--- src/rtl/soc_reset_seq.sv ---
// Reset sequencer: stretched, ordered soc_rst/core_rst from PLL lock and request strobes.
// Outputs registered (change on the edge the state changes); no backpressure, requests always accepted.
module soc_reset_seq #(
  parameter int SOC_HOLD   = 16,
  parameter int CORE_DELAY = 8,
  parameter int CORE_HOLD  = 16,
  parameter int CNT_W      = 8
) (
  input  logic clk,
  input  logic rst,
  input  logic pll_locked,
  input  logic soc_reset_req,
  input  logic core_reset_req,
  output logic soc_rst,
  output logic core_rst,
  output logic seq_busy
);

  typedef enum logic [1:0] {
    HOLD_SOC  = 2'd0,
    HOLD_CORE = 2'd1,
    CORE_ONLY = 2'd2,
    RUN       = 2'd3
  } state_t;

  localparam logic [CNT_W-1:0] SOC_LAST   = CNT_W'(SOC_HOLD - 1);
  localparam logic [CNT_W-1:0] DELAY_LAST = CNT_W'(CORE_DELAY - 1);
  localparam logic [CNT_W-1:0] CORE_LAST  = CNT_W'(CORE_HOLD - 1);

  state_t           state, nxt_state;
  logic [CNT_W-1:0] cnt, nxt_cnt;

  always_comb begin
    nxt_state = state;
    nxt_cnt   = cnt + 1'b1;
    // Lock loss and SoC requests restart the full sequence from any state.
    if (!pll_locked || soc_reset_req) begin
      nxt_state = HOLD_SOC;
      nxt_cnt   = '0;
    end else begin
      unique case (state)
        HOLD_SOC: begin
          if (cnt == SOC_LAST) begin
            nxt_state = HOLD_CORE;
            nxt_cnt   = '0;
          end
        end
        HOLD_CORE: begin
          if (cnt == DELAY_LAST) begin
            nxt_state = RUN;
            nxt_cnt   = '0;
          end
        end
        CORE_ONLY: begin
          if (core_reset_req) begin
            nxt_cnt = '0;
          end else if (cnt == CORE_LAST) begin
            nxt_state = RUN;
            nxt_cnt   = '0;
          end
        end
        RUN: begin
          nxt_cnt = '0;
          if (core_reset_req) begin
            nxt_state = CORE_ONLY;
          end
        end
        default: begin
          nxt_state = HOLD_SOC;
          nxt_cnt   = '0;
        end
      endcase
    end
  end

  always_ff @(posedge clk) begin
    if (!rst) begin
      state    <= HOLD_SOC;
      cnt      <= '0;
      soc_rst  <= 1'b1;
      core_rst <= 1'b1;
      seq_busy <= 1'b1;
    end else begin
      state    <= nxt_state;
      cnt      <= nxt_cnt;
      soc_rst  <= (nxt_state == HOLD_SOC);
      core_rst <= (nxt_state != RUN);
      seq_busy <= (nxt_state != RUN);
    end
  end

endmodule
--- config.mk ---
export PLATFORM = sky130hd
export DESIGN_NAME = soc_reset_seq
export DESIGN_NICKNAME = d
export VERILOG_FILES = /design/src/rtl/soc_reset_seq.sv
export SDC_FILE = /design/constraint.sdc
export NUM_CORES = 1
export LEC_CHECK = 0
export ABC_AREA = 1
export CAP_MARGIN = 20
export CORE_MARGIN = 2
export CORE_UTILIZATION = 40
export CTS_BUF_LIST = sky130_fd_sc_hd__clkbuf_4 sky130_fd_sc_hd__clkbuf_8
export DETAILED_ROUTE_END_ITERATION = 8
export DONT_BUFFER_PORTS = 1
export HOLD_SLACK_MARGIN = 0.15
export PLACE_DENSITY = 0.51
export SYNTH_ARGS = -nofsm -noshare
export SYNTH_HDL_FRONTEND = slang
export SYNTH_SLANG_ARGS = --single-unit
--- constraint.sdc ---
create_clock -name clk -period 1.4 [get_ports clk]
set_input_delay 0.28 -clock clk [delete_from_list [all_inputs] [get_ports clk]]
set_output_delay 0.28 -clock clk [all_outputs]
set_load 0.01 [all_outputs]
==> results of run 1 <==
-- critical path: stages, from the launching register on --
cell and delay (ps):
dfxtp_1 350, ha_1 190, nand3_1 140, o21ai_1 200, nand2_1 110, nand2_4 100, nor2_1 50
-- Yosys cell counts --
library cell / number
nor2_1: 15
o21ai_1: 2
nand2_1: 12
a21oi_1: 1
dfxtp_1: 12
xor2_1: 3
inv_1: 12
nor2_2: 2
ha_1: 1
xnor2_1: 1
buf_4: 1
nand4_1: 3
or2_2: 1
nand3_1: 6
nand2_2: 1
-- path summary, 6_finish.rpt --
kind	from	to	slack [ps]	cells after the start
worst min register to register	cnt[0]	cnt[0]	440	1
worst max register to register	cnt[0]	cnt[3]	160	6
worst min-delay path	rst	state[0]	170	2
worst max-delay path	cnt[0]	cnt[3]	160	6
-- logic make-up after synthesis --
group                    after synthesis  synth area share
AO/OA/AOI/OAI                          3            0.0283
adder cells (fa/ha/maj)                1            0.0236
buffers and inverters                 13            0.0991
XOR/XNOR                               4            0.0660
flip-flops                            12             0.453
AND/OR/NAND/NOR                       40             0.330
-- through the flow --
stage / total power, mW / std cells
after floorplan: 0.360 / 73
after global placement: 0.361 / 87
after detailed placement: 0.362 / 87
after CTS: 0.568 / 90
after global routing: 0.582 / 90
final: 0.565 / 90
-- registers in the layout, indices dropped and copies added (netlist names) --
register  cells
cnt           8
seq_busy      1
soc_rst       1
state         2
-- placed cells by master, fill, tap and decap left out, drive strengths merged --
| master | Yosys | layout |
|---|---|---|
| nand3 | 6 | 6 |
| inv | 12 | 12 |
| xor2 | 3 | 3 |
| dfxtp | 12 | 12 |
| nand4 | 3 | 3 |
| o21ai | 2 | 2 |
| nor2 | 17 | 17 |
| a21oi | 1 | 1 |
| ha | 1 | 1 |
| nand2 | 13 | 13 |
| xnor2 | 1 | 1 |
| clkbuf | 0 | 3 |
| or2 | 1 | 1 |
-- repair_timing --
| item | CTS | global route |
|---|---|---|
| endpoints found under the hold margin | 0 | 0 |
| setup buffers | 0 | 0 |
| gates resized for setup | 0 | 1 |
| setup endpoints to repair | 0 | 7 |
| hold buffers | 0 | 0 |
-- per-layer routing --
metal,wire [um],global-route usage,vias to the layer above
met5,0,0,-
met3,27,0.0333,5
met4,39,0.125,0
li1,-,-,228
met1,413,0.156,178
met2,328,0.218,5
-- power by group through the flow --
stage	Sequential [mW]	Clock (mW)	Combinational [mW]
final	0.344	0.210	0.0108
after floorplan	0.351	0	0.00836
after global routing	0.344	0.225	0.0137
after detailed placement	0.352	0	0.0100
after CTS	0.344	0.214	0.0101
after global placement	0.351	0	0.0100
-- final cells by class --
cell class | instances | area share
sequential | 12 | 0.422
multi-input combinational | 48 | 0.426
tap | 15 | 0.0330
inverter | 12 | 0.0791
clock buffer | 3 | 0.0396
==> results.py, run 1 <==
metrics = {
    "outcome": {
        "status": "finished clean",
    },
    "route": {
        "first_pass_iters": 5,
        "wl_per_cell_um": 8.97,
        "ant_nets": 0,
        "drc": 0,
        "vias_per_cell": 4.62,
        "vias": 416,
        "drt-initial-drc-count": 5,
        "drt-total-wl_um": 807,
    },
    "pwr": {
        "internal_power_mw": 0.446,
        "combPwrFrac": 0.019,
        "power.switching_mw": 0.119,
        "ir_drop_mv": 0.461,
        "p_per_area_nw_per_um2": 992,
        "seqPwrFrac": 0.609,
        "power_frac_clock": 0.372,
        "p_leak_nw": 0.258,
        "netSwitchingFraction": 0.210,
    },
    "yosys": {
        "synth_area_leader_cell": "dfxtp_1",
        "synth_top_cell_area_share": 0.453,
        "synth_area_leaders": "dfxtp_1 (45%), nor2_1 (11%), inv_1 (8.5%), nand2_1 (8.5%), nand3_1 (5.7%)",
        "syn-instance-count": 73,
        "synth.distinct_cells": 15,
        "syn_area_sq_um": 531,
        "synth_seq_cells": 12,
        "syn_area_per_cell_sq_um": 7.27,
        "seq_area_frac_synth": 0.453,
        "syn_nets": 79,
        "yosys_warnings": 0,
    },
    "global_routing": {
        "grt_overflow_total": 0,
        "grt_start_max_net_pins": 8,
        "grt_pass1_wl_um": 1440,
        "antenna_found_initial": 0,
        "grtUsageTotal": 0.140,
        "first_global_vias": 361,
    },
    "worst_setup_path": {
        "worstSetupStartpointType": "flop",
        "arrival_ps": 1410,
        "criticalPathCategory": "flop to flop",
        "cp.required_ps": 1570,
        "worstPathMaxFanout": 7,
        "crit_path_end_kind": "flop",
    },
    "timing": {
        "min_period_ps": 1240,
        "worstMarginPinSlew_ps": 366,
        "fmax_ghz": 0.805,
        "finalHoldViolations": 0,
        "fin_crit_sh": 0.887,
        "slew_headroom": 0.755,
        "skew_ps": 7.64,
        "fin_ws_ps": 158,
        "finalMaxSlewViolations": 0,
        "setup_viol": 0,
        "fin_setup_tns_ps": 0,
        "grt_setup_unrepaired": "false",
        "holdWs_ps": 170,
    },
    "floorplanning": {
        "rows": 13,
        "ios": 8,
        "die_h_um": 40.4,
        "die-area_sq_um": 1630,
        "initial_utilization": 0.418,
        "die-width_um": 40.4,
        "coreArea_sq_um": 1270,
    },
    "placement": {
        "pre_cts_ws_ps": 139,
        "dpl_cell_area_sq_um": 542,
        "gp_congestion": 0.781,
        "hpwl_um": 628,
        "port-buffer-count": 0,
    },
    "final_layout": {
        "final_area_sq_um": 569,
        "ff_latch_area_sq_um": 240,
        "final_nets": 83,
        "drive_gt1_frac": 0.0933,
        "multiInputGateArea_sq_um": 243,
        "fillCellCount": 143,
        "area_growth_pct": 7.31,
        "final_core_util": 0.449,
        "n_antenna_cell": 0,
    },
    "clock_network": {
        "clkTransAtPathRegs_ps": 70,
        "clockBufferDepth": 2,
        "htree_levels": 1,
        "cts_buffers": 3,
        "clock_sinks": 12,
        "cts_tree": "yes",
        "clkLatencyLatePin_ps": 280,
        "clockRootBuffer": "clkbuf_4",
    },
    "run": {
        "maxCapViolations": 0,
    },
    "worst_hold_path": {
        "hold_class": "input port to flop",
    },
}
Power figures use the tool's default switching activity.
==> inputs of run 2 (changes only) <==
CORE_UTILIZATION = 29   (was 40)
MAX_ROUTING_LAYER = met4   (was default)
PLACE_DENSITY = 0.4   (was 0.51)
==> results.py, run 2 (synthesis results as in run 1) <==
metrics = {
    "worst_setup_path": {
        "rrSetupSlack_ps": 150,
        "critPathTopFamily": "simple AND/OR/NAND/NOR gates",
        "path_cells": "ha_1 -> nand2_1 -> nor2_1 -> nand3_1 -> nand2_1 -> nand2_1 -> nand2_2 -> nor2_1",
        "rr_startpoint": "cnt[0]",
        "arrival_ps": 1410,
        "cp.required_ps": 1560,
        "crit_path_end_kind": "flop",
        "crit_buf_inv": 0,
        "worstPathMaxFanout": 7,
        "critPathCapture": "cnt[5]",
        "slowest_delay_ps": 360,
        "criticalPathCategory": "flop to flop",
        "cp-startpoint": "cnt[0]",
        "r2r_end": "cnt[5]",
        "rr_worst_depth": 8,
        "worstSetupStartpointType": "flop",
        "path_common_cell": "nand2_1",
        "crit_cells": 8,
        "crit_slowest_cell": "dfxtp_1",
    },
    "final_layout": {
        "final_common_cell": "nor2_1",
        "final_cell_mix": "nor2_1 (15), nand2_1 (12), inv_1 (12), dfxtp_1 (12), nand3_1 (6)",
        "area_growth_pct": 11.3,
        "final_nets": 83,
        "largest_register_ffs": 8,
        "regMostFlops": "cnt",
        "drive_gt1_frac": 0.105,
        "multiInputGateArea_sq_um": 238,
        "n_antenna_cell": 0,
        "ff_latch_area_sq_um": 240,
        "fillCellCount": 193,
        "top_regs": "cnt: 8 flops, state: 2 flops",
    },
    "timing": {
        "grt_setup_unrepaired": "false",
        "min_period_ps": 1250,
        "finalMaxSlewViolations": 0,
        "fin_crit_sh": 0.890,
        "slew_headroom": 0.803,
        "worstMarginPinSlew_ps": 294,
        "skew_ps": 6.63,
        "fmax_ghz": 0.802,
        "setup_viol": 0,
        "fin_setup_tns_ps": 0,
        "finalHoldViolations": 0,
        "holdWs_ps": 178,
    },
    "route": {
        "ant_nets": 0,
        "drt-initial-drc-count": 3,
        "drc": 0,
        "drt-total-wl_um": 817,
        "vias": 423,
        "vias_per_cell": 4.19,
        "wl_per_cell_um": 8.09,
        "first_pass_iters": 4,
    },
    "placement": {
        "hpwl_um": 658,
        "gp_congestion": 0.701,
        "port-buffer-count": 0,
    },
    "global_routing": {
        "first_global_vias": 347,
        "antenna_found_initial": 0,
        "grt_pass1_wl_um": 1390,
        "grt_overflow_total": 0,
        "grtUsageTotal": 0.0984,
        "grt_start_max_net_pins": 8,
    },
    "floorplanning": {
        "coreArea_sq_um": 1730,
        "initial_utilization": 0.307,
        "ios": 8,
        "die-area_sq_um": 2190,
        "rows": 15,
        "die-width_um": 46.8,
        "die_h_um": 46.8,
    },
    "outcome": {
        "status": "finished clean",
    },
    "clock_network": {
        "post_cts_buffers": 0,
        "clock_sinks": 12,
        "clkLatencyLatePin_ps": 270,
        "htree_levels": 1,
        "clockRootBuffer": "clkbuf_4",
        "clockBufferDepth": 2,
        "clkTransAtPathRegs_ps": 80,
        "cts_tree": "yes",
        "cts_buffers": 3,
        "ctsHoldBuffers": 0,
        "cts_resized": 0,
    },
    "worst_hold_path": {
        "hold_class": "input port to flop",
    },
    "pwr": {
        "power.total_mw": 0.629,
        "ir_drop_mv": 0.641,
        "p_leak_nw": 0.264,
        "p_per_area_nw_per_um2": 1060,
    },
    "run": {
        "maxCapViolations": 0,
    },
}
[run 2: changes by cell type in the layout (fill, tap and decap cells not counted)]
cell	before	now
nand2_2	0	1
nand2_4	1	0
clkbuf_8	0	1
[run 2: layout make-up]
class | instances | area share
inverter | 12 | 0.0763
tap | 25 | 0.0530
clock buffer | 4 | 0.0614
sequential | 12 | 0.407
multi-input combinational | 48 | 0.403
[run 2: metal layers]
metal	vias up	track usage	part of all wire
met2	8	0.121	0.37
li1	233	-	-
met3	4	0.0346	0.047
met1	178	0.132	0.55
met5	-	-	0
met4	0	0.0667	0.024
[run 2: metrics by stage]
| step | cell area, sq um | utilization | instances | setup slack, ps |
|---|---|---|---|---|
| 5_1_grt | 591 | 0.342 | 101 | 13.8 |
| 2_1_floorplan | 531 | - | 73 | 274 |
| 6_report | 591 | 0.342 | 101 | 154 |
| 4_1_cts | 591 | 0.342 | 101 | 136 |
| 3_3_place_gp | 554 | 0.321 | 97 | 126 |
| 3_5_place_dp | 554 | 0.321 | 97 | 152 |
[run 2: how the worst min path moves through the flow]
| stage | start | slack, ps | end | cells after the start |
|---|---|---|---|---|
| after global routing | rst | 190 | state[0] | 2 |
| final | rst | 180 | state[0] | 2 |
| after CTS | rst | 180 | state[0] | 2 |
| after detailed placement | cnt[0] | 450 | cnt[0] | 1 |
| after floorplan | cnt[0] | 420 | cnt[0] | 1 |
| after global placement | cnt[0] | 440 | cnt[0] | 1 |
[run 2: power by group]
group	total, mW	switching, mW	internal (mW)
logic	0.0101	0.00696	0.00309
clock network	0.275	0.117	0.158
registers	0.344	0.00106	0.342
==> inputs of run 3 (changes only) <==
ABC_CLOCK_PERIOD_IN_PS = 1400   (was default)
==> results of run 3 <==
Same layout as run 2: the final DEF is identical, and so are final timing and power.
